===== src/rtl/pc_fetch.sv =====
// pc_fetch: instruction-fetch stage. Owns the program counter, drives the
// variable-latency instruction bus (req/ack) and presents {pc, inst, valid}
// to the IF/ID register. Handles pipeline stall, branch redirect, exception
// flush and cancellation of an in-flight fetch.
//
// Optional build macro: FETCH_BUF_EN adds a one-entry fetch buffer and the
// HOLD state, so a fetch that completes under stall is kept, not refetched.
//
// Ports:
//   clk, rst_n                  clock, async active-low reset
//   stall[5:0]                  pipeline stall vector (bit 0 = PC stage)
//   flush, new_pc               exception flush and its target
//   branch_flag_i               taken branch/jump from ID
//   branch_target_addr_i        branch/jump target
//   ibus_ack_i, ibus_rdata_i    bus ack and read data (same cycle)
//   ibus_req_o, ibus_addr_o     bus request (level) and address
//   if_pc, if_inst, if_rom_ce   presented pc / instruction / valid
//   stallreq_if                 fetch not complete, stall the pipe
module pc_fetch #(
  parameter logic [31:0] RESET_PC = 32'h0000_0000
) (
  input  logic        clk,
  input  logic        rst_n,
  input  logic [5:0]  stall,
  input  logic        flush,
  input  logic [31:0] new_pc,
  input  logic        branch_flag_i,
  input  logic [31:0] branch_target_addr_i,
  input  logic        ibus_ack_i,
  input  logic [31:0] ibus_rdata_i,
  output logic        ibus_req_o,
  output logic [31:0] ibus_addr_o,
  output logic [31:0] if_pc,
  output logic [31:0] if_inst,
  output logic        if_rom_ce,
  output logic        stallreq_if
);

`ifdef FETCH_BUF_EN
  typedef enum logic [1:0] {S_RESET, S_FETCH, S_DISCARD, S_HOLD} state_t;
`else
  typedef enum logic [1:0] {S_RESET, S_FETCH, S_DISCARD} state_t;
`endif

  state_t      state, state_nxt;
  logic [31:0] pc, pc_nxt;
  logic [31:0] redirect, redirect_nxt;
  logic        outstanding;

  // Only the PC-stage stall bit matters here.
  logic unused_stall;
  assign unused_stall = ^stall[5:1];

`ifdef FETCH_BUF_EN
  logic [31:0] buf_pc, buf_pc_nxt;
  logic [31:0] buf_inst, buf_inst_nxt;
`endif

  always_ff @(posedge clk or negedge rst_n) begin
    if (!rst_n) begin
      state    <= S_RESET;
      pc       <= RESET_PC;
      redirect <= '0;
`ifdef FETCH_BUF_EN
      buf_pc   <= '0;
      buf_inst <= '0;
`endif
    end else begin
      state    <= state_nxt;
      pc       <= pc_nxt;
      redirect <= redirect_nxt;
`ifdef FETCH_BUF_EN
      buf_pc   <= buf_pc_nxt;
      buf_inst <= buf_inst_nxt;
`endif
    end
  end

  assign outstanding = (state == S_FETCH) || (state == S_DISCARD);

  always_comb begin
    state_nxt    = state;
    pc_nxt       = pc;
    redirect_nxt = redirect;
`ifdef FETCH_BUF_EN
    buf_pc_nxt   = buf_pc;
    buf_inst_nxt = buf_inst;
`endif
    if (flush) begin
      // A request still on the bus must be allowed to finish before the
      // new target can be issued; park the target until the late ack.
      if (outstanding && !ibus_ack_i) begin
        redirect_nxt = new_pc;
        state_nxt    = S_DISCARD;
      end else begin
        pc_nxt    = new_pc;
        state_nxt = S_FETCH;
      end
    end else begin
      case (state)
        S_RESET: state_nxt = S_FETCH;
        S_FETCH: begin
          if (ibus_ack_i && !stall[0]) begin
            pc_nxt = branch_flag_i ? branch_target_addr_i : pc + 32'd4;
          end else if (!ibus_ack_i && branch_flag_i && !stall[0]) begin
            redirect_nxt = branch_target_addr_i;
            state_nxt    = S_DISCARD;
          end
`ifdef FETCH_BUF_EN
          else if (ibus_ack_i && stall[0]) begin
            buf_pc_nxt   = pc;
            buf_inst_nxt = ibus_rdata_i;
            state_nxt    = S_HOLD;
          end
`endif
        end
        S_DISCARD: begin
          if (ibus_ack_i) begin
            pc_nxt    = redirect;
            state_nxt = S_FETCH;
          end
        end
`ifdef FETCH_BUF_EN
        S_HOLD: begin
          if (!stall[0]) begin
            pc_nxt    = branch_flag_i ? branch_target_addr_i : buf_pc + 32'd4;
            state_nxt = S_FETCH;
          end
        end
`endif
        default: state_nxt = S_RESET;
      endcase
    end
  end

  always_comb begin
    ibus_req_o  = 1'b0;
    ibus_addr_o = '0;
    if_pc       = '0;
    if_inst     = '0;
    if_rom_ce   = 1'b0;
    stallreq_if = 1'b0;
    case (state)
      S_FETCH: begin
        ibus_req_o  = 1'b1;
        ibus_addr_o = pc;
        if_pc       = pc;
        if (ibus_ack_i) begin
          if_inst   = ibus_rdata_i;
          if_rom_ce = 1'b1;
        end else begin
          stallreq_if = 1'b1;
        end
      end
      S_DISCARD: begin
        ibus_req_o  = 1'b1;
        ibus_addr_o = pc;
        stallreq_if = 1'b1;
      end
`ifdef FETCH_BUF_EN
      S_HOLD: begin
        if_pc     = buf_pc;
        if_inst   = buf_inst;
        if_rom_ce = 1'b1;
      end
`endif
      default: ;
    endcase
  end

endmodule

===== config.mk =====
export PLATFORM = sky130hd
export DESIGN_NAME = pc_fetch
export DESIGN_NICKNAME = d
export VERILOG_FILES = /design/src/rtl/pc_fetch.sv
export SDC_FILE = /design/constraint.sdc
export NUM_CORES = 1
export LEC_CHECK = 0
export ABC_CLOCK_PERIOD_IN_PS = 2540
export BUFFER_PORTS_ARGS = -buffer_cell sky130_fd_sc_hd__clkbuf_2
export CORE_UTILIZATION = 40
export DETAILED_ROUTE_END_ITERATION = 8
export PLACE_DENSITY = 0.77
export SYNTH_ARGS = -nofsm -noshare
export SYNTH_HDL_FRONTEND = slang
export SYNTH_SLANG_ARGS = --single-unit

===== constraint.sdc =====
create_clock -name clk -period 2.54 [get_ports clk]
set_input_delay 0.635 -clock clk [delete_from_list [all_inputs] [get_ports clk]]
set_output_delay 0.635 -clock clk [all_outputs]
set_load 0.01 [all_outputs]

## Word level (Yosys, flattened, before mapping)

Index checks and enable logic that the tools add are counted.

| word-level totals | value |
|---|---|
| input bits | 107 |
| bits in writable memories | 0 |
| output and inout bits | 99 |
| word-level logic and storage cells | 54 |
| memories kept | 0 |
| latch bits | 0 |
| bits in registers | 66 |
| ROM bits | 0 |

| cells by class | value |
|---|---|
| bitwise operators | 0 |
| multiply operators | 0 |
| muxes and demuxes | 26 |
| reductions and logical operators | 15 |
| shift-type cells | 0 |
| div/mod/pow operators | 0 |
| equal/unequal tests | 9 |
| add/sub/neg operators | 1 |
| order comparisons | 0 |

Operators with widths:

| cell | number |
|---|---|
| $mux W32 | 14 |
| $pmux W32 S2 | 1 |
| $add A32 B3 Y32 const B | 1 |
| $mux W2 | 5 |
| $reduce_and A4 Y1 | 2 |
| $ne A3 B2 Y1 const B | 2 |
| $ne A3 B3 Y1 const B | 2 |
| $pmux W2 S3 | 1 |
| $logic_and A1 B1 Y1 | 4 |
| $mux W1 | 4 |
| $ne A2 B2 Y1 const B | 2 |
| $reduce_bool A2 Y1 | 2 |
| $reduce_and A3 Y1 | 1 |
| $reduce_bool A3 Y1 | 1 |
| $eq A2 B1 Y1 const B | 1 |
| $eq A2 B2 Y1 const B | 1 |
| $logic_not A1 Y1 | 2 |
| $logic_not A2 Y1 | 1 |
| $ne A2 B1 Y1 const B | 1 |
| $pmux W1 S2 | 1 |
| $reduce_or A2 Y1 | 1 |
| $logic_or A1 B1 Y1 | 1 |

## Longest topological paths before layout

| depth | value |
|---|---|
| word-level depth | 7 |
| depth in mapped cells | 10 |
| depth with buffers taken out | 7 |

## Least setup slack after synthesis

No wires, ideal clock.

| timing | value |
|---|---|
| kind | input to register |
| from | input branch_flag_i |
| to | register redirect[0] |
| arrival | 1,950 ps |
| stages | 6 |
| setup slack | 448 ps |
| path buffers | 2 |
| path through | clkbuf_1 > nor4bb_1 > a21oi_1 > nor2_1 > clkbuf_1 > a31oi_1 |

| on the way | value |
|---|---|
| word-level cells in the longest chain between the ends | 4 |

Ends and longest elaborated chain:

| what | line | RTL |
|---|---|---|
| start, declared | 27 | `input logic branch_flag_i,` |
| $logic_and A1 B1 Y1 (2 in series) | 105 | `end else if (!ibus_ack_i && branch_flag_i && !stall[0]) begin` |
| $reduce_bool A2 Y1 (no line) | -- |  |
| $reduce_and A4 Y1 (no line) | -- |  |
| end signal, assigned | 71 | `redirect <= redirect_nxt;` |
| end, declared | 47 | `logic [31:0] redirect, redirect_nxt;` |

No other way between the ends.
A chain may end at the register's enable or synchronous reset.

## Worst setup path in the final report

| timing | value |
|---|---|
| from | register state[0] |
| to | output stallreq_if |

| on the way | value |
|---|---|
| word-level cells in the longest chain between the ends | 2 |

Ends and longest elaborated chain:

| what | line | RTL |
|---|---|---|
| start, declared | 45 | `state_t state, state_nxt;` |
| start signal, assigned | 69 | `state <= state_nxt;` |
| $eq A2 B2 Y1 or $eq A2 B1 Y1 (tied branches) | 143 | `case (state)` |
| $pmux W1 S2 * | 143 |  |
| end, declared | 36 | `output logic stallreq_if` |

Every way passes the cells marked *; elsewhere a longest branch is shown, timed or not.

==> reports/summary.txt <==
status -> finished clean
drt total wl -> 15900 microns
Syn Std Cell Area -> 5050 sq um
Area Growth Syn to Fin -> 30.7%
Final ANT Viol Nets -> 0
EDFF count, synth -> 0
gr ovfl total -> 0
Synth Register Bits -> 66
crit path launch type -> flop
pre-CTS setup slack -> 0.319 ns
Clock Tree Root -> clkbuf_16
post-detail-place hpwl -> 11500 microns
Avg WL per Cell -> 16.4 microns
data arrival at the endpoint of the critical path -> 1.76 ns
Die Ht -> 114 microns
synthesized area per cell -> 8.19 sq um
RSZ-0062 raised after global routing -> no
Die W -> 114 microns
sequential area share after synthesis -> 0.327
clock skew -> 0.00915 ns
Placed Area -> 6270 sq um
largest net degree at the start of global routing -> 67
final worst slack -> 0.142 ns
Pleak -> 0.00321 uW
Final min period -> 2.40 ns
clock sinks -> 66
Mapped Nets -> 729
H-tree levels -> 3
post-CTS setup buffer count -> 0
maxcap violations -> 0
peak supply drop -> 0.000450 V
post-DR vias/cell -> 5.59
die area -> 13100 sq um
initial drt markers -> 341
Power, Total -> 7330 uW
critical path fanouts, max -> 24
clock buffer count from CTS -> 9
post-route cell area -> 6600 sq um
power per cell area -> 1110 nW/um^2
worst r2r path cells -> 8
cell count after synthesis -> 617
First-pass DRT Iterations -> 5
Cell Rows -> 40
Core Box Area -> 12200 sq um
Ports -> 206
final net count -> 909
DRC Markers -> 0
Worst Path Required -> 1.90 ns
final setup violation count -> 0
initial antenna violation count -> 0
Initial Utilization -> 0.415
Via Count -> 5422
Placer Congestion -> 0.825
global-route wire length before repair -> 25500 microns
unique cell type count in the Yosys netlist -> 58
Setup CP Type -> flop to output port
antenna diode count -> 0
Post-synth ARST share -> 1.00
total number of yosys warnings -> 0
Clock Tree Buf Depth -> 2
setup tns final -> 0 ns
WHS -> 0.311 ns
share of cells above drive strength 1 -> 0.337
Crit. End Element -> output port
GR Util All Layers -> 0.246
maximum clock frequency -> 417 MHz
top_reg_cell synth -> dfrtp_1
# port buffers -> 200
CTS tree -> done
final hold violations -> 0
Worst-path clk slew -> 0.06 ns
crit share post-route -> 0.944
worst-skew pair later-pin latency -> 0.33 ns
Slew headroom -> 0.519
Hold WC Path Type -> primary input to async pin
Slew @ Worst Pin -> 0.722 ns
vias in the first global route -> 4966
final-report max-slew violation count -> 0
[worst paths after layout]
kind / from / endpoint / slack, ns
min: rst_n / pc[30] / 0.31
max in group asynchronous: rst_n / state[1] / 1.90
max: state[0] / stallreq_if / 0.14
min in group clk: redirect[13] / redirect[13] / 0.53
max reg2reg: state[0] / pc[9] / 0.36
min reg2reg: redirect[13] / redirect[13] / 0.53
[flip-flops by register name (all words and copies together), names as in the netlist]
name      count
state         2
redirect     32
pc           32
[placed cells by master, fill, tap and decap left out, types with 4 or more instances in the layout]
cell type and n:
a211oi_1 7, inv_1 9, dfrtp_1 66, nand4_1 9, clkbuf_2 198, nand3_1 13
mux2_2 5, o21a_1 4, nor3_1 6, ha_1 4, xor2_1 6, or3_1 4
a31oi_1 5, buf_4 24, nor2b_1 5, mux2i_1 35, and3_1 39, a22o_1 8
a22oi_1 6, nor4_1 6, nor2_1 56, nand2_1 27, o211ai_1 4, a221oi_1 26
a21oi_1 62, a2bb2oi_1 4, o21ai_0 33, clkbuf_16 9, and2_1 62, o31ai_1 8
[through the flow]
stage / instances / util
global route: 970 / 0.543
detailed placement: 954 / 0.515
CTS: 970 / 0.542
finish: 970 / 0.543
floorplan: 617 / -
global placement: 954 / 0.515
[routing by layer]
| metal | track usage | share of wire | routed length, microns |
|---|---|---|---|
| met3 | 0.0376 | 0.059 | 946 |
| met5 | 0 | 0 | 0 |
| met1 | 0.341 | 0.46 | 7310 |
| met2 | 0.401 | 0.47 | 7420 |
| met4 | 0.0649 | 0.016 | 263 |
[cell usage after synthesis, types with 5 or more instances]
| master | count | area share |
|---|---|---|
| a21oi_1 | 62 | 0.061 |
| nand4_1 | 9 | 0.011 |
| clkbuf_1 | 39 | 0.029 |
| a31oi_1 | 5 | 0.0062 |
| nor2b_1 | 6 | 0.0074 |
| buf_2 | 12 | 0.012 |
| a22o_1 | 8 | 0.014 |
| nor3_1 | 6 | 0.0059 |
| nand2_1 | 27 | 0.020 |
| nor2_1 | 57 | 0.042 |
| nor4_1 | 6 | 0.0074 |
| o31ai_1 | 8 | 0.012 |
| a221oi_1 | 26 | 0.045 |
| ha_1 | 5 | 0.012 |
| and2_1 | 62 | 0.077 |
| nand3_1 | 13 | 0.013 |
| inv_1 | 9 | 0.0067 |
| a22oi_1 | 6 | 0.0089 |
| xor2_1 | 6 | 0.010 |
| a211oi_1 | 7 | 0.010 |
| mux2_2 | 5 | 0.011 |
| mux2i_1 | 35 | 0.069 |
| dfrtp_1 | 66 | 0.33 |
| and3_1 | 39 | 0.048 |
| o21ai_0 | 33 | 0.033 |
[critical path, stage by stage (launching register included)]
cell	delay, ns
dfrtp_1	0.41
inv_1	0.09
ha_1	0.37
buf_6	0.22
inv_1	0.11
nor2_1	0.11
clkbuf_2	0.14
[cells by family (layout without fill, tap and decap cells)]
logic type      count (synthesis)  in the layout  share of synthesized area
buf+inv                        68            253                     0.0565
fa+ha+maj                       5              5                     0.0124
xor+xnor                        7              7                     0.0121
flops                          66             66                      0.327
mux                            40             40                     0.0805
simple gates                  245            245                      0.265
compound gates                186            186                      0.246
[power breakdown]
group	leakage, uW	internal (uW)	switching, uW	total, uW
Clock	0.000155	888	492	1380
Sequential	0.000761	1570	605	2180
Combinational	0.00230	1680	2090	3770
[final cells by class]
type | instances | area, sq um
fill | 1167 | 5560
clock inverter | 6 | 88.8
tap | 168 | 210
timing repair buffer | 227 | 1240
multi-input combinational | 483 | 3140
inverter | 10 | 37.5
clock buffer | 10 | 239
sequential | 66 | 1650
[repair_timing]
action	CTS	global route
endpoints found under the setup margin	0	1
gates resized for setup	0	2
hold buffers	0	0
Note: power is estimated with default switching activity, not from simulation.
